## src/rtl/multi_dataflow_engine_mc.sv

```systemverilog
// Job-level dataflow wrapper around a streaming kernel: gates N_IN input and N_OUT
// output streams, counts output beats per channel and sequences IDLE/RUN/DONE.
module multi_dataflow_engine_mc #(
  parameter int N_IN   = 2,
  parameter int N_OUT  = 2,
  parameter int DATA_W = 32,
  parameter int CNT_W  = 16,
  parameter int ID_W   = 4
) (
  input  logic                    clk_i,
  input  logic                    rst_ni,
  input  logic                    test_mode_i,
  input  logic                    clear_i,
  input  logic                    start_i,
  input  logic [ID_W-1:0]         cfg_id_i,
  input  logic [CNT_W-1:0]        len_i,
  input  logic [N_IN-1:0]         in_valid_i,
  output logic [N_IN-1:0]         in_ready_o,
  input  logic [N_IN*DATA_W-1:0]  in_data_i,
  output logic [N_OUT-1:0]        out_valid_o,
  input  logic [N_OUT-1:0]        out_ready_i,
  output logic [N_OUT*DATA_W-1:0] out_data_o,
  output logic [N_OUT*DATA_W/8-1:0] out_strb_o,
  output logic [N_IN-1:0]         k_in_valid_o,
  input  logic [N_IN-1:0]         k_in_ready_i,
  output logic [N_IN*DATA_W-1:0]  k_in_data_o,
  input  logic [N_OUT-1:0]        k_out_valid_i,
  output logic [N_OUT-1:0]        k_out_ready_o,
  input  logic [N_OUT*DATA_W-1:0] k_out_data_i,
  output logic                    k_start_o,
  output logic [ID_W-1:0]         k_id_o,
  input  logic                    k_done_i,
  output logic                    ready_o,
  output logic                    done_o,
  output logic                    busy_o,
  output logic [N_OUT*CNT_W-1:0]  cnt_o
);

  typedef enum logic [1:0] {S_IDLE, S_RUN, S_DONE} state_t;

  state_t           state_reg, state_next;
  logic [ID_W-1:0]  id_reg;
  logic [CNT_W-1:0] len_reg;
  logic [CNT_W-1:0] cnt_reg [N_OUT];
  logic             done_seen_reg;
  logic             k_start_reg;
  logic             ready_reg;
  logic             run;
  logic             start_ok;
  logic             all_full;
  logic [N_OUT-1:0] open_ch;
  logic [N_OUT-1:0] fire;
  logic             unused_test_mode;

  assign unused_test_mode = test_mode_i;

  assign run      = (state_reg == S_RUN);
  assign start_ok = (state_reg == S_IDLE) && start_i && !clear_i;

  assign k_in_valid_o = run ? in_valid_i   : '0;
  assign in_ready_o   = run ? k_in_ready_i : '0;
  assign k_in_data_o  = in_data_i;
  assign out_data_o   = k_out_data_i;
  assign out_strb_o   = '1;

  genvar gi;
  generate
    for (gi = 0; gi < N_OUT; gi++) begin : g_out
      // A channel closes once it has delivered len beats, so extra kernel beats stall.
      assign open_ch[gi]                 = run && (cnt_reg[gi] < len_reg);
      assign out_valid_o[gi]             = open_ch[gi] & k_out_valid_i[gi];
      assign k_out_ready_o[gi]           = open_ch[gi] & out_ready_i[gi];
      assign fire[gi]                    = out_valid_o[gi] & out_ready_i[gi];
      assign cnt_o[gi*CNT_W +: CNT_W]    = cnt_reg[gi];
    end
  endgenerate

  always_comb begin
    all_full = 1'b1;
    for (int c = 0; c < N_OUT; c++) begin
      if (cnt_reg[c] != len_reg) all_full = 1'b0;
    end
  end

  always_comb begin
    state_next = state_reg;
    case (state_reg)
      S_IDLE:  if (start_i) state_next = S_RUN;
      S_RUN:   if (all_full && (done_seen_reg || k_done_i)) state_next = S_DONE;
      S_DONE:  state_next = S_IDLE;
      default: state_next = S_IDLE;
    endcase
    if (clear_i) state_next = S_IDLE;
  end

  always_ff @(posedge clk_i or negedge rst_ni) begin
    if (!rst_ni) begin
      state_reg <= S_IDLE;
      ready_reg <= 1'b0;
    end else begin
      state_reg <= state_next;
      ready_reg <= (state_reg == S_IDLE);
    end
  end

  always_ff @(posedge clk_i or negedge rst_ni) begin
    if (!rst_ni) begin
      id_reg        <= '0;
      len_reg       <= '0;
      done_seen_reg <= 1'b0;
      k_start_reg   <= 1'b0;
      for (int c = 0; c < N_OUT; c++) cnt_reg[c] <= '0;
    end else begin
      k_start_reg <= start_ok;
      if (clear_i) begin
        id_reg        <= '0;
        done_seen_reg <= 1'b0;
        for (int c = 0; c < N_OUT; c++) cnt_reg[c] <= '0;
      end else if (start_ok) begin
        id_reg        <= cfg_id_i;
        len_reg       <= len_i;
        done_seen_reg <= 1'b0;
        for (int c = 0; c < N_OUT; c++) cnt_reg[c] <= '0;
      end else if (run) begin
        if (k_done_i) done_seen_reg <= 1'b1;
        for (int c = 0; c < N_OUT; c++) begin
          if (fire[c]) cnt_reg[c] <= cnt_reg[c] + CNT_W'(1);
        end
      end
    end
  end

  assign k_start_o = k_start_reg;
  assign k_id_o    = id_reg;
  assign ready_o   = ready_reg;
  assign busy_o    = run;
  assign done_o    = (state_reg == S_DONE);

endmodule
```

## config.mk

```make
export PLATFORM = sky130hd
export DESIGN_NAME = multi_dataflow_engine_mc
export DESIGN_NICKNAME = d
export VERILOG_FILES = /design/src/rtl/multi_dataflow_engine_mc.sv
export SDC_FILE = /design/constraint.sdc
export NUM_CORES = 1
export LEC_CHECK = 0
export ABC_CLOCK_PERIOD_IN_PS = 3330
export BUFFER_PORTS_ARGS = -buffer_cell sky130_fd_sc_hd__buf_4
export CAP_MARGIN = 40
export CORE_AREA = 2 2 134 136
export CTS_BUF_LIST = sky130_fd_sc_hd__clkbuf_4 sky130_fd_sc_hd__clkbuf_8
export CTS_CLUSTER_DIAMETER = 200
export DETAILED_ROUTE_END_ITERATION = 8
export DIE_AREA = 0 0 136 138
export PLACE_DENSITY = 0.64
export SYNTH_ARGS = -nofsm -noshare
export SYNTH_HDL_FRONTEND = slang
export SYNTH_SLANG_ARGS = --single-unit
```

## constraint.sdc

```tcl
create_clock -name clk_i -period 3.33 [get_ports clk_i]
set_input_delay 0.666 -clock clk_i [delete_from_list [all_inputs] [get_ports clk_i]]
set_output_delay 0.666 -clock clk_i [all_outputs]
set_load 0.02 [all_outputs]
```

==> tab_implementation.tex, run 1 <==
\begin{tabular}{lr}
\hline
Metric & Value \\
\hline
\multicolumn{2}{l}{\textbf{Final layout}} \\
\quad Antenna diode count & 0 \\
\quad Area growth from synthesis to layout & 2.14\% \\
\quad Non-filler cells, final & approximately 700 \\
\quad Fraction of layout instances using a drive strength above 1 & roughly a quarter \\
\quad Final nets & between 600 and 700 \\
\quad Max reg flops & 32 \\
\quad Number of filler instances in the final layout & 1973 \\
\quad Final Cell Area & around 4500 um\^{}2 \\
\multicolumn{2}{l}{\textbf{Drt}} \\
\quad Detailed-router iteration count before antenna repair & 5 \\
\quad Violation count after the first detailed-routing iteration & $\sim$210 \\
\quad Number of vias per cell after detailed routing & between 4 and 5 \\
\quad Number of vias after detailed routing & around 3300 \\
\quad Total DRC errors in the routed layout & 0 \\
\quad Count of antenna-violating nets left after detailed routing & 0 \\
\quad DR WL/cell & 17.2 um \\
\quad Routed wire length & $\sim$12000 um \\
\multicolumn{2}{l}{\textbf{Floorplan}} \\
\quad DIE AREA & 18800 um\^{}2 \\
\quad Core region area & 17500 um\^{}2 \\
\quad Die width & roughly 140 um \\
\quad Starting utilization of the core area & $\sim$25\% \\
\quad Number of placement rows & just under 50 \\
\quad Die span in y & approximately 140 um \\
\quad Ports placed on the boundary & roughly 350 \\
\multicolumn{2}{l}{\textbf{Setup path}} \\
\quad Critical Path Fanout Max & 6 \\
\quad Cell-by-cell listing of the critical path & ha\_1 -> nand4\_1 -> nor4\_2 -> o21ai\_0 -> and3\_1 -> and2\_1 -> buf\_4 \\
\quad Critical-path cell with the highest stage delay & sky130\_fd\_sc\_hd\_\_dfrtp\_1 \\
\quad Critical path launch point type & flip-flop \\
\quad Capturing element type of the critical path & output pin \\
\quad Worst Setup Path Type & reg -> out \\
\quad Required @ worst endpoint & roughly 2.7 ns \\
\quad Worst stage delay on the critical path & 0.44 ns \\
\quad Arrival time reported for the critical path endpoint & around 2.5 ns \\
\multicolumn{2}{l}{\textbf{Hold path}} \\
\quad Path class of the lowest-slack min-delay path & in -> async \\
\multicolumn{2}{l}{\textbf{GRT}} \\
\quad Largest net degree at the start of global routing & 58 \\
\quad GRT met1 Usage & between 10\% and 20\% \\
\quad Remaining global-route overflow & 0 \\
\quad Initial antenna violation count & 0 \\
\quad Met3 capacity usage during global routing & 3.74\% \\
\quad Via count of the first global-routing pass & 3155 \\
\quad GRT Overall Usage & about an eighth \\
\quad Global-route wire length before repair & between 15000 and 20000 um \\
\quad Met2 track utilization from global routing & between 15 and 20\% \\
\quad Top Usage Layer GRT & met2 \\
\multicolumn{2}{l}{\textbf{CTS}} \\
\quad Clk root buf & sky130\_fd\_sc\_hd\_\_clkbuf\_8 \\
\quad Clock Path Buffers & 2 \\
\quad Clk sinks & between 50 and 60 \\
\quad Clock transition at path regs & roughly 0.07 ns \\
\quad Number of buffers inserted by post-CTS setup repair & 0 \\
\quad Clock tree from TritonCTS & done \\
\quad Insertion delay to the later sink of the worst-skew pair & about 0.35 ns \\
\quad H-tree depth reported by CTS & 3 \\
\quad Total CTS buffers & 9 \\
\multicolumn{2}{l}{\textbf{Pwr}} \\
\quad Worst vdd rail ir drop & between 0.00015 and 0.0002 V \\
\quad Post-layout power & roughly 1.9 mW \\
\quad Static leakage & a little over 2 nW \\
\quad Power density over the cells & between 400 and 500 nW/um\^{}2 \\
\multicolumn{2}{l}{\textbf{Yosys}} \\
\quad Number of instances in the synthesized netlist & about 510 \\
\quad Proportion of synthesized chip area in sequential cells & approximately a third \\
\quad Mean area per synthesized cell & just under 9 um\^{}2 \\
\quad Most frequently used flop master after synthesis & sky130\_fd\_sc\_hd\_\_dfrtp\_1 \\
\quad Number of distinct library cells after synthesis & between 40 and 50 \\
\quad Number of enable-type register cells in the synthesized netlist & 0 \\
\quad Synth Warn \# & 0 \\
\quad Mapped cell area & between 4000 and 5000 um\^{}2 \\
\quad Flops \& latches, synth & 57 \\
\quad Share of flip-flops with an asynchronous set or reset & 100\% \\
\multicolumn{2}{l}{\textbf{Placed design}} \\
\quad Gp weighted congestion & around 0.79 \\
\quad Port Buffer Count & 80 \\
\quad Final HPWL from detailed placement & 9300 um \\
\quad Area after detailed placement & $\sim$4300 um\^{}2 \\
\quad Placed cells & between 600 and 700 \\
\multicolumn{2}{l}{\textbf{STA}} \\
\quad Actual transition at the worst max-transition pin & about 0.81 ns \\
\quad Final setup violation count & 0 \\
\quad Sum of negative setup slack & 0 ns \\
\quad Peak clock frequency supported by timing & roughly 310 MHz \\
\quad Part of the cycle the worst path needs & 95.6\% \\
\quad Time the final worst path needs with I/O delays and setup & between 3 and 4 ns \\
\quad Setup repair after global routing missed its margin & no \\
\quad Max-slew headroom at the worst pin & 45.4\% \\
\quad Clock skew after layout & around 0.012 ns \\
\quad Hold Fails Final Rpt & 0 \\
\quad Final slew viol count & 0 \\
\quad Post-Route Hold Slack & approximately 0.4 ns \\
\multicolumn{2}{l}{\textbf{Status}} \\
\quad Run status & complete, no violations \\
\multicolumn{2}{l}{\textbf{Job}} \\
\quad Number of max-cap violations & 0 \\
\hline
\end{tabular}
## final cells by class
class	instances	area (um^2)	area share, %
inverters	29	114	2.51
clock buffers	11	145	3.20
well taps	229	287	6.32
flip-flops and latches	57	1430	31.5
clock inverters	5	55.1	1.21
multi-input cells	287	1880	41.4
repair buffers	84	631	13.9
## routing by layer
metal | vias up | part of all wire, %
met2 | 140 | 44
li1 | 1547 | -
met5 | - | 0
met1 | 1478 | 40
met4 | 0 | 7.2
met3 | 93 | 8.7
## through the flow
step                      util [%]  setup WS [ns]
after floorplan                  -          0.776
after global placement        24.7          0.350
after detailed placement      24.7          0.337
after CTS                     25.8         0.0895
after global routing          25.9         0.0276
final                         25.9          0.148
## worst max-delay path: cells and delay by family, from the launching register on
kind	cells	cell delay (ns)
AO/OA/AOI/OAI	1	0.23
flip-flops	1	0.44
adder cells (fa/ha/maj)	1	0.33
AND/OR/NAND/NOR	4	1.00
buffers and inverters	1	0.15
## placed cells by master (no fill, tap or decap), drive strengths merged, types with 6 or more instances in the layout
cell / n
o31ai: 8
buf: 84
a21oi: 42
or3: 11
nand2: 36
conb: 8
and2: 10
inv: 28
nand4: 14
xnor2: 6
clkbuf: 11
or4: 7
dfrtp: 57
nor2: 20
ha: 34
nand3: 16
o21ai: 29
## cells by family (layout without fill, tap and decap cells)
family	count (synthesis)	after routing	share of synthesized area (%)
muxes	3	3	0.705
adders and majority gates	34	34	9.59
DFF	57	57	32.1
other	1	8	0.0845
and+or+nand+nor	136	136	16.4
AOI/OAI and AO/OA	100	100	13.5
buffers and inverters	175	129	26.5
xor gates and xnor gates	6	6	1.18
## cells in the mapped netlist (2+ instances only)
cell type	count	area share (%)
sky130_fd_sc_hd__buf_4	136	23
sky130_fd_sc_hd__nand2_1	36	3.0
sky130_fd_sc_hd__or4_1	7	1.2
sky130_fd_sc_hd__inv_1	28	2.4
sky130_fd_sc_hd__a21oi_1	42	4.7
sky130_fd_sc_hd__nand2b_1	2	0.28
sky130_fd_sc_hd__dfrtp_1	57	32
sky130_fd_sc_hd__nor4_1	4	0.56
sky130_fd_sc_hd__ha_1	34	9.6
sky130_fd_sc_hd__nor3_1	2	0.23
sky130_fd_sc_hd__o21ai_0	29	3.3
sky130_fd_sc_hd__and2_1	10	1.4
sky130_fd_sc_hd__mux2i_1	2	0.45
sky130_fd_sc_hd__a22o_1	4	0.79
sky130_fd_sc_hd__or3_1	11	1.6
sky130_fd_sc_hd__o41ai_1	3	0.59
sky130_fd_sc_hd__nand3b_1	3	0.51
sky130_fd_sc_hd__buf_2	2	0.23
sky130_fd_sc_hd__nor2b_1	2	0.28
sky130_fd_sc_hd__clkbuf_1	8	0.68
sky130_fd_sc_hd__xnor2_1	6	1.2
sky130_fd_sc_hd__nor2_1	20	1.7
sky130_fd_sc_hd__nand3_1	16	1.8
sky130_fd_sc_hd__nand4_1	14	2.0
sky130_fd_sc_hd__o31ai_1	8	1.4
sky130_fd_sc_hd__a21o_1	3	0.51
sky130_fd_sc_hd__or4b_1	2	0.45
sky130_fd_sc_hd__and3_1	2	0.28
sky130_fd_sc_hd__o211ai_1	2	0.34
## power breakdown
part | leakage (nW) | switching (mW) | internal [mW]
Clock | 0.0987 | 0.306 | 0.371
Combinational | 1.17 | 0.272 | 0.160
Sequential | 0.762 | 0.0246 | 0.753
Total | 2.03 | 0.602 | 1.28
## repair_timing
action | CTS | global route
gates resized for setup | 1 | 1
setup endpoints to repair | 2 | 2
cloned | 0 | 0
hold buffers | 0 | 0
## final timing paths
check | slack, ns | to | cells after the start | from
max | 0.15 | k_out_ready_o[1] | 7 | cnt_o[29]
max in group asynchronous | 2.42 | cnt_o[28] | 1 | rst_ni
min reg2reg | 0.49 | ready_o | 1 | state_reg[1]
max reg2reg | 0.50 | cnt_o[14] | 7 | cnt_o[9]
min | 0.40 | len_reg[7] | 1 | rst_ni
min in group clk_i | 0.49 | ready_o | 1 | state_reg[1]
No activity file was read; power rests on OpenSTA's default activity.
==> run 2, diff against run 1 <==
- ABC_AREA: default -> 1
- CORE_AREA: 2 2 134 136 -> 2 2 135 137
- DIE_AREA: 0 0 136 138 -> 0 0 137 139
- PLACE_DENSITY: 0.64 -> 0.67
==> tab_implementation.tex, run 2 <==
\begin{tabular}{lr}
\hline
Metric & Value \\
\hline
\multicolumn{2}{l}{\textbf{Yosys}} \\
\quad Flops \& latches, synth & 57 \\
\quad Number of enable-type register cells in the synthesized netlist & 0 \\
\quad Most frequently used flop master after synthesis & sky130\_fd\_sc\_hd\_\_dfrtp\_1 \\
\quad Mapped cell area & slightly above 5000 um\^{}2 \\
\quad Commonest cells in the synthesized netlist & 170 x sky130\_fd\_sc\_hd\_\_nand2\_1, 139 x sky130\_fd\_sc\_hd\_\_buf\_4, 75 x sky130\_fd\_sc\_hd\_\_inv\_1 \\
\quad Dominant cell by count in the synthesized netlist & sky130\_fd\_sc\_hd\_\_nand2\_1 \\
\quad Adder-cell share of the synthesized area & under 10\% \\
\quad Top cells by area, synth & sky130\_fd\_sc\_hd\_\_dfrtp\_1 28\%, sky130\_fd\_sc\_hd\_\_buf\_4 20\%, sky130\_fd\_sc\_hd\_\_nand2\_1 13\%, sky130\_fd\_sc\_hd\_\_ha\_1 8.3\%, sky130\_fd\_sc\_hd\_\_nand3\_1 6.1\% \\
\quad Number of distinct library cells after synthesis & 32 \\
\quad Synth Area in Compound Gates & $\sim$4.6\% \\
\quad Simple-gate share of the synthesized area & 30.2\% \\
\quad Main combinational cell family by area after synthesis & simple AND/OR/NAND/NOR gates \\
\quad Number of instances in the synthesized netlist & between 700 and 800 \\
\quad Area fraction of the dominant cell type after synthesis & 28.0\% \\
\quad Leading area contributor after synthesis & sky130\_fd\_sc\_hd\_\_dfrtp\_1 \\
\quad Multiplexer fraction of the synthesized cell area & 0\% \\
\quad XOR/XNOR share of the synthesized area & slightly above 1\% \\
\quad Synth Warn \# & 0 \\
\quad Share of flip-flops with an asynchronous set or reset & 100\% \\
\quad Mean area per synthesized cell & 7.12 um\^{}2 \\
\quad Proportion of synthesized chip area in sequential cells & roughly 28\% \\
\multicolumn{2}{l}{\textbf{Pwr}} \\
\quad Power density over the cells & $\sim$380 nW/um\^{}2 \\
\quad Worst vdd rail ir drop & $\sim$0.00017 V \\
\quad Static leakage & 2.65 nW \\
\multicolumn{2}{l}{\textbf{Setup path}} \\
\quad Critical Path Fanout Max & 7 \\
\quad Worst Setup Path Type & reg -> out \\
\quad Arrival time reported for the critical path endpoint & between 2 and 2.5 ns \\
\quad Most used cell, CP & sky130\_fd\_sc\_hd\_\_nand2\_1 \\
\quad Critical path launch point type & flip-flop \\
\quad Cell-by-cell listing of the critical path & ha\_1 -> nand2\_1 -> inv\_1 -> nand3\_1 -> nor3\_1 -> nand2\_1 -> nand2\_1 -> nor2\_1 -> buf\_4 \\
\quad Critical-path cell with the highest stage delay & sky130\_fd\_sc\_hd\_\_dfrtp\_1 \\
\quad Required @ worst endpoint & between 2 and 3 ns \\
\quad Reg-to-reg setup timing slack & about 1.1 ns \\
\quad Capturing element type of the critical path & output pin \\
\quad Worst stage delay on the critical path & $\sim$0.47 ns \\
\multicolumn{2}{l}{\textbf{CTS}} \\
\quad Insertion delay to the later sink of the worst-skew pair & 0.36 ns \\
\quad Number of hold-repair buffers added at the cts stage & 0 \\
\quad Number of buffers inserted by post-CTS setup repair & 0 \\
\quad H-tree depth reported by CTS & 3 \\
\quad Post-CTS Resized & 0 \\
\quad Total CTS buffers & 9 \\
\quad Clk root buf & sky130\_fd\_sc\_hd\_\_clkbuf\_8 \\
\quad Clock Path Buffers & 2 \\
\quad Clk sinks & 57 \\
\quad Clock tree from TritonCTS & done \\
\quad Clock transition at path regs & 0.08 ns \\
\multicolumn{2}{l}{\textbf{Drt}} \\
\quad Detailed-router iteration count before antenna repair & 5 \\
\quad Number of vias per cell after detailed routing & 4.62 \\
\quad Number of vias after detailed routing & 4143 \\
\quad Routed wire length & 13100 um \\
\quad Violation count after the first detailed-routing iteration & 260 \\
\quad Count of antenna-violating nets left after detailed routing & 0 \\
\quad Total DRC errors in the routed layout & 0 \\
\quad DR WL/cell & about 15 um \\
\multicolumn{2}{l}{\textbf{STA}} \\
\quad Hold Fails Final Rpt & 0 \\
\quad Max-slew headroom at the worst pin & about 48\% \\
\quad Clock skew after layout & around 0.017 ns \\
\quad Peak clock frequency supported by timing & roughly 350 MHz \\
\quad Setup repair after global routing missed its margin & no \\
\quad Final setup violation count & 0 \\
\quad Actual transition at the worst max-transition pin & about 0.8 ns \\
\quad Final slew viol count & 0 \\
\quad Part of the cycle the worst path needs & a little under nine tenths \\
\quad Time the final worst path needs with I/O delays and setup & $\sim$2.8 ns \\
\quad Sum of negative setup slack & 0 ns \\
\multicolumn{2}{l}{\textbf{GRT}} \\
\quad Global-route wire length before repair & approximately 21000 um \\
\quad Via count of the first global-routing pass & around 3800 \\
\quad Initial antenna violation count & 0 \\
\quad GRT Overall Usage & between 10\% and 20\% \\
\quad Remaining global-route overflow & 0 \\
\quad Largest net degree at the start of global routing & between 50 and 60 \\
\multicolumn{2}{l}{\textbf{Final layout}} \\
\quad Non-filler cells, final & between 800 and 900 \\
\quad Most common library cell in the layout ignoring fill and taps & sky130\_fd\_sc\_hd\_\_nand2\_1 \\
\quad Max reg flops & 32 \\
\quad Final nets & $\sim$860 \\
\quad Antenna diode count & 0 \\
\quad Number of filler instances in the final layout & about 1900 \\
\quad Fraction of layout instances using a drive strength above 1 & roughly 16\% \\
\quad Area growth from synthesis to layout & 0.589\% \\
\quad Commonest cells after routing, fill and taps aside & 170 x sky130\_fd\_sc\_hd\_\_nand2\_1, 82 x sky130\_fd\_sc\_hd\_\_buf\_4, 75 x sky130\_fd\_sc\_hd\_\_inv\_1 \\
\multicolumn{2}{l}{\textbf{Placed design}} \\
\quad Final HPWL from detailed placement & $\sim$9800 um \\
\quad Port Buffer Count & 80 \\
\quad Gp weighted congestion & roughly 0.9 \\
\quad Placed cells & roughly 880 \\
\multicolumn{2}{l}{\textbf{Floorplan}} \\
\quad Core region area & 17700 um\^{}2 \\
\quad Die width & roughly 140 um \\
\quad Die span in y & approximately 140 um \\
\quad Number of placement rows & between 40 and 50 \\
\quad DIE AREA & 19000 um\^{}2 \\
\quad Ports placed on the boundary & 346 \\
\quad Starting utilization of the core area & approximately 29\% \\
\multicolumn{2}{l}{\textbf{Job}} \\
\quad Number of max-cap violations & 0 \\
\multicolumn{2}{l}{\textbf{Status}} \\
\quad Run status & complete, no violations \\
\multicolumn{2}{l}{\textbf{Hold path}} \\
\quad Path class of the lowest-slack min-delay path & in -> async \\
\hline
\end{tabular}
==> run 2: worst max-delay path: cells and delay by family (launching register included) <==
family	cells	cell delay, ns
simple gates	6	0.80
flops	1	0.47
fa+ha+maj	1	0.34
buf+inv	2	0.22
==> run 2: final cells by class <==
| cell class | count | area (um^2) | share of cell area (%) |
|---|---|---|---|
| clock inverters | 3 | 65.1 | 1.27 |
| inverters | 79 | 297 | 5.78 |
| flip-flops and latches | 57 | 1430 | 27.8 |
| clock buffers | 12 | 153 | 2.98 |
| multi-input cells | 434 | 2290 | 44.6 |
| repair buffers | 82 | 616 | 12.0 |
| well taps | 229 | 287 | 5.59 |
==> run 2: per-layer routing <==
layer	global-route usage (%)	vias to the layer above	share of wire (%)
li1	-	2031	-
met1	17.6	1917	42
met2	20.9	146	43
met3	5.15	49	10
met4	6.67	0	4.2
met5	0	-	0
==> run 2: worst paths after layout <==
| kind | to | depth (start not counted) | from |
|---|---|---|---|
| max in group asynchronous | len_reg[1] | 1 | rst_ni |
| min in group clk_i | done_seen_reg | 2 | done_seen_reg |
| worst max-delay path | k_out_ready_o[0] | 9 | cnt_o[11] |
| worst max register to register | cnt_o[10] | 10 | cnt_o[11] |
| worst min register to register | done_seen_reg | 2 | done_seen_reg |
| worst min-delay path | cnt_o[6] | 1 | rst_ni |
==> run 2: logic make-up after synthesis <==
| family | after synthesis |
|---|---|
| and+or+nand+nor | 347 |
| buffers and inverters | 232 |
| DFF | 57 |
| AOI/OAI and AO/OA | 39 |
| adders and majority gates | 34 |
| xor gates and xnor gates | 6 |
| other | 1 |
==> run 2: power breakdown <==
part | total (mW) | switching [mW] | internal, mW
clock network | 0.746 | 0.292 | 0.453
logic | 0.427 | 0.283 | 0.144
registers | 0.772 | 0.0280 | 0.744
total | 1.95 | 0.603 | 1.34
==> run 2: through the flow <==
stage | hold WS (ns) | area (um^2) | setup WS, ns | power (mW) | util, %
floorplan | 0.370 | 5130 | 1.07 | 1.29 | -
global placement | 0.467 | 4910 | 0.866 | 1.21 | 27.8
detailed placement | 0.478 | 4910 | 0.851 | 1.22 | 27.8
CTS | 0.423 | 5130 | 0.458 | 1.97 | 29.1
global route | 0.457 | 5130 | 0.328 | 2.05 | 29.1
finish | 0.390 | 5130 | 0.489 | 1.95 | 29.1
==> run 3, diff against run 2 <==
- CTS_BUF_LIST: sky130_fd_sc_hd__clkbuf_4 sky130_fd_sc_hd__clkbuf_8 -> sky130_fd_sc_hd__clkbuf_8
==> tab_implementation.tex, run 3 (synthesized netlist as in run 2, its figures left out) <==
\begin{tabular}{lr}
\hline
Metric & Value \\
\hline
\multicolumn{2}{l}{\textbf{Drt}} \\
\quad Routed wire length & roughly 13000 um \\
\quad Count of antenna-violating nets left after detailed routing & 0 \\
\quad Number of vias per cell after detailed routing & 4.62 \\
\quad Total DRC errors in the routed layout & 0 \\
\quad Detailed-router iteration count before antenna repair & 5 \\
\quad Number of vias after detailed routing & a little over 4000 \\
\quad Violation count after the first detailed-routing iteration & approximately 260 \\
\quad DR WL/cell & approximately 15 um \\
\multicolumn{2}{l}{\textbf{GRT}} \\
\quad Largest net degree at the start of global routing & 58 \\
\quad Via count of the first global-routing pass & $\sim$3800 \\
\quad GRT Overall Usage & around 14\% \\
\quad Initial antenna violation count & 0 \\
\quad Global-route wire length before repair & between 20000 and 25000 um \\
\quad Remaining global-route overflow & 0 \\
\multicolumn{2}{l}{\textbf{Setup path}} \\
\quad Most used cell, CP & sky130\_fd\_sc\_hd\_\_nand2\_1 \\
\quad Capturing element type of the critical path & output pin \\
\quad Critical Path Fanout Max & 7 \\
\quad Worst stage delay on the critical path & 0.47 ns \\
\quad Critical-path cell with the highest stage delay & sky130\_fd\_sc\_hd\_\_dfrtp\_1 \\
\quad Capture point of the worst reg-to-reg path & cnt\_o[10] \\
\quad Reg-to-reg setup timing slack & $\sim$1.1 ns \\
\quad Worst R2R Path Depth & 10 \\
\quad Required @ worst endpoint & roughly 2.7 ns \\
\quad Worst Setup Path Type & reg -> out \\
\quad Cell-by-cell listing of the critical path & ha\_1 -> nand2\_1 -> inv\_1 -> nand3\_1 -> nor3\_1 -> nand2\_1 -> nand2\_1 -> nor2\_1 -> buf\_4 \\
\quad Critical path launch point type & flip-flop \\
\quad Launching point of the worst reg2reg path & cnt\_o[11] \\
\quad Arrival time reported for the critical path endpoint & 2.17 ns \\
\multicolumn{2}{l}{\textbf{Floorplan}} \\
\quad Ports placed on the boundary & 346 \\
\quad Core region area & roughly 18000 um\^{}2 \\
\quad Number of placement rows & 49 \\
\quad DIE AREA & roughly 19000 um\^{}2 \\
\quad Die width & roughly 140 um \\
\quad Starting utilization of the core area & between 20 and 30\% \\
\quad Die span in y & approximately 140 um \\
\multicolumn{2}{l}{\textbf{Placed design}} \\
\quad Port Buffer Count & 80 \\
\quad Gp weighted congestion & 0.884 \\
\quad Final HPWL from detailed placement & 9770 um \\
\quad Area after detailed placement & 4910 um\^{}2 \\
\multicolumn{2}{l}{\textbf{CTS}} \\
\quad Clk sinks & 57 \\
\quad Insertion delay to the later sink of the worst-skew pair & roughly 0.36 ns \\
\quad Clock tree from TritonCTS & done \\
\quad Clock Path Buffers & 2 \\
\quad H-tree depth reported by CTS & 3 \\
\quad Number of buffers inserted by post-CTS setup repair & 0 \\
\quad Post-CTS Resized & 0 \\
\quad Clk root buf & sky130\_fd\_sc\_hd\_\_clkbuf\_8 \\
\quad Total CTS buffers & 9 \\
\quad Number of hold-repair buffers added at the cts stage & 0 \\
\quad Clock transition at path regs & approximately 0.08 ns \\
\multicolumn{2}{l}{\textbf{STA}} \\
\quad Actual transition at the worst max-transition pin & slightly below 0.8 ns \\
\quad Hold Fails Final Rpt & 0 \\
\quad Clock skew after layout & between 0.015 and 0.02 ns \\
\quad Post-Route Hold Slack & about 0.39 ns \\
\quad Max-slew headroom at the worst pin & about half \\
\quad Sum of negative setup slack & 0 ns \\
\quad Setup repair after global routing missed its margin & no \\
\quad Peak clock frequency supported by timing & roughly 350 MHz \\
\quad Time the final worst path needs with I/O delays and setup & 2.84 ns \\
\quad Final setup violation count & 0 \\
\quad Final slew viol count & 0 \\
\quad Part of the cycle the worst path needs & approximately 85\% \\
\multicolumn{2}{l}{\textbf{Final layout}} \\
\quad Most common library cell in the layout ignoring fill and taps & sky130\_fd\_sc\_hd\_\_nand2\_1 \\
\quad Final nets & about 860 \\
\quad Commonest cells after routing, fill and taps aside & 170 x sky130\_fd\_sc\_hd\_\_nand2\_1, 82 x sky130\_fd\_sc\_hd\_\_buf\_4, 77 x sky130\_fd\_sc\_hd\_\_inv\_1 \\
\quad Final Cell Area & between 5000 and 6000 um\^{}2 \\
\quad Storage cell area & between 1000 and 1500 um\^{}2 \\
\quad Max reg flops & 32 \\
\quad Fraction of layout instances using a drive strength above 1 & around 16\% \\
\quad Combined area of the multi-input logic cells & 2290 um\^{}2 \\
\quad Area growth from synthesis to layout & 0.442\% \\
\quad Number of filler instances in the final layout & a little under 2000 \\
\quad Antenna diode count & 0 \\
\multicolumn{2}{l}{\textbf{Pwr}} \\
\quad Post-layout power & 1.92 mW \\
\quad Power density over the cells & approximately 380 nW/um\^{}2 \\
\quad Worst vdd rail ir drop & 0.000167 V \\
\quad Static leakage & between 2 and 3 nW \\
\multicolumn{2}{l}{\textbf{Status}} \\
\quad Run status & complete, no violations \\
\multicolumn{2}{l}{\textbf{Job}} \\
\quad Number of max-cap violations & 0 \\
\multicolumn{2}{l}{\textbf{Hold path}} \\
\quad Path class of the lowest-slack min-delay path & in -> async \\
\hline
\end{tabular}
[run 3: per-layer routing]
layer,up-vias,wire [um],part of all wire (%),global-route usage (%)
met1,1898,5550,42,17.6
li1,2035,-,-,-
met4,0,544,4.1,6.67
met5,-,0,0,0
met2,159,5680,43,20.9
met3,49,1360,10,5.15
[run 3: worst max path at each step]
stage                    from          endpoint  slack (ns)  cells past startpoint
global route        cnt_o[27]  k_out_ready_o[1]        0.33                      9
detailed placement  cnt_o[11]  k_out_ready_o[0]        0.85                      9
floorplan           cnt_o[23]  k_out_ready_o[1]        1.07                      7
finish              cnt_o[11]  k_out_ready_o[0]        0.49                      9
CTS                 cnt_o[11]  k_out_ready_o[0]        0.46                      9
global placement    cnt_o[11]  k_out_ready_o[0]        0.87                      9
[run 3: final cells by class]
type                    count  share of cell area [%]
multi-input cells         434                    44.7
clock inverters             5                    1.42
repair buffers             82                    12.0
well taps                 229                    5.59
inverters                  79                    5.79
clock buffers              10                    2.69
flip-flops and latches     57                    27.8
[run 3: metrics by stage]
step / util (%) / setup WS [ns] / cells
after floorplan: - / 1.07 / 723
after global placement: 27.8 / 0.866 / 881
after detailed placement: 27.8 / 0.851 / 881
after CTS: 29.0 / 0.458 / 896
after global routing: 29.0 / 0.328 / 896
final: 29.0 / 0.494 / 896
[run 3: critical path, delay by kind of cell, from the launching register on]
kind / cells / cell delay (ns)
and+or+nand+nor: 6 / 0.80
DFF: 1 / 0.47
adders and majority gates: 1 / 0.34
buffers and inverters: 2 / 0.22
[run 3: power breakdown]
group,switching (mW),internal (mW),leakage [nW]
clock network,0.292,0.431,0.115
registers,0.0280,0.744,0.759
logic,0.283,0.144,1.77
total,0.603,1.32,2.65
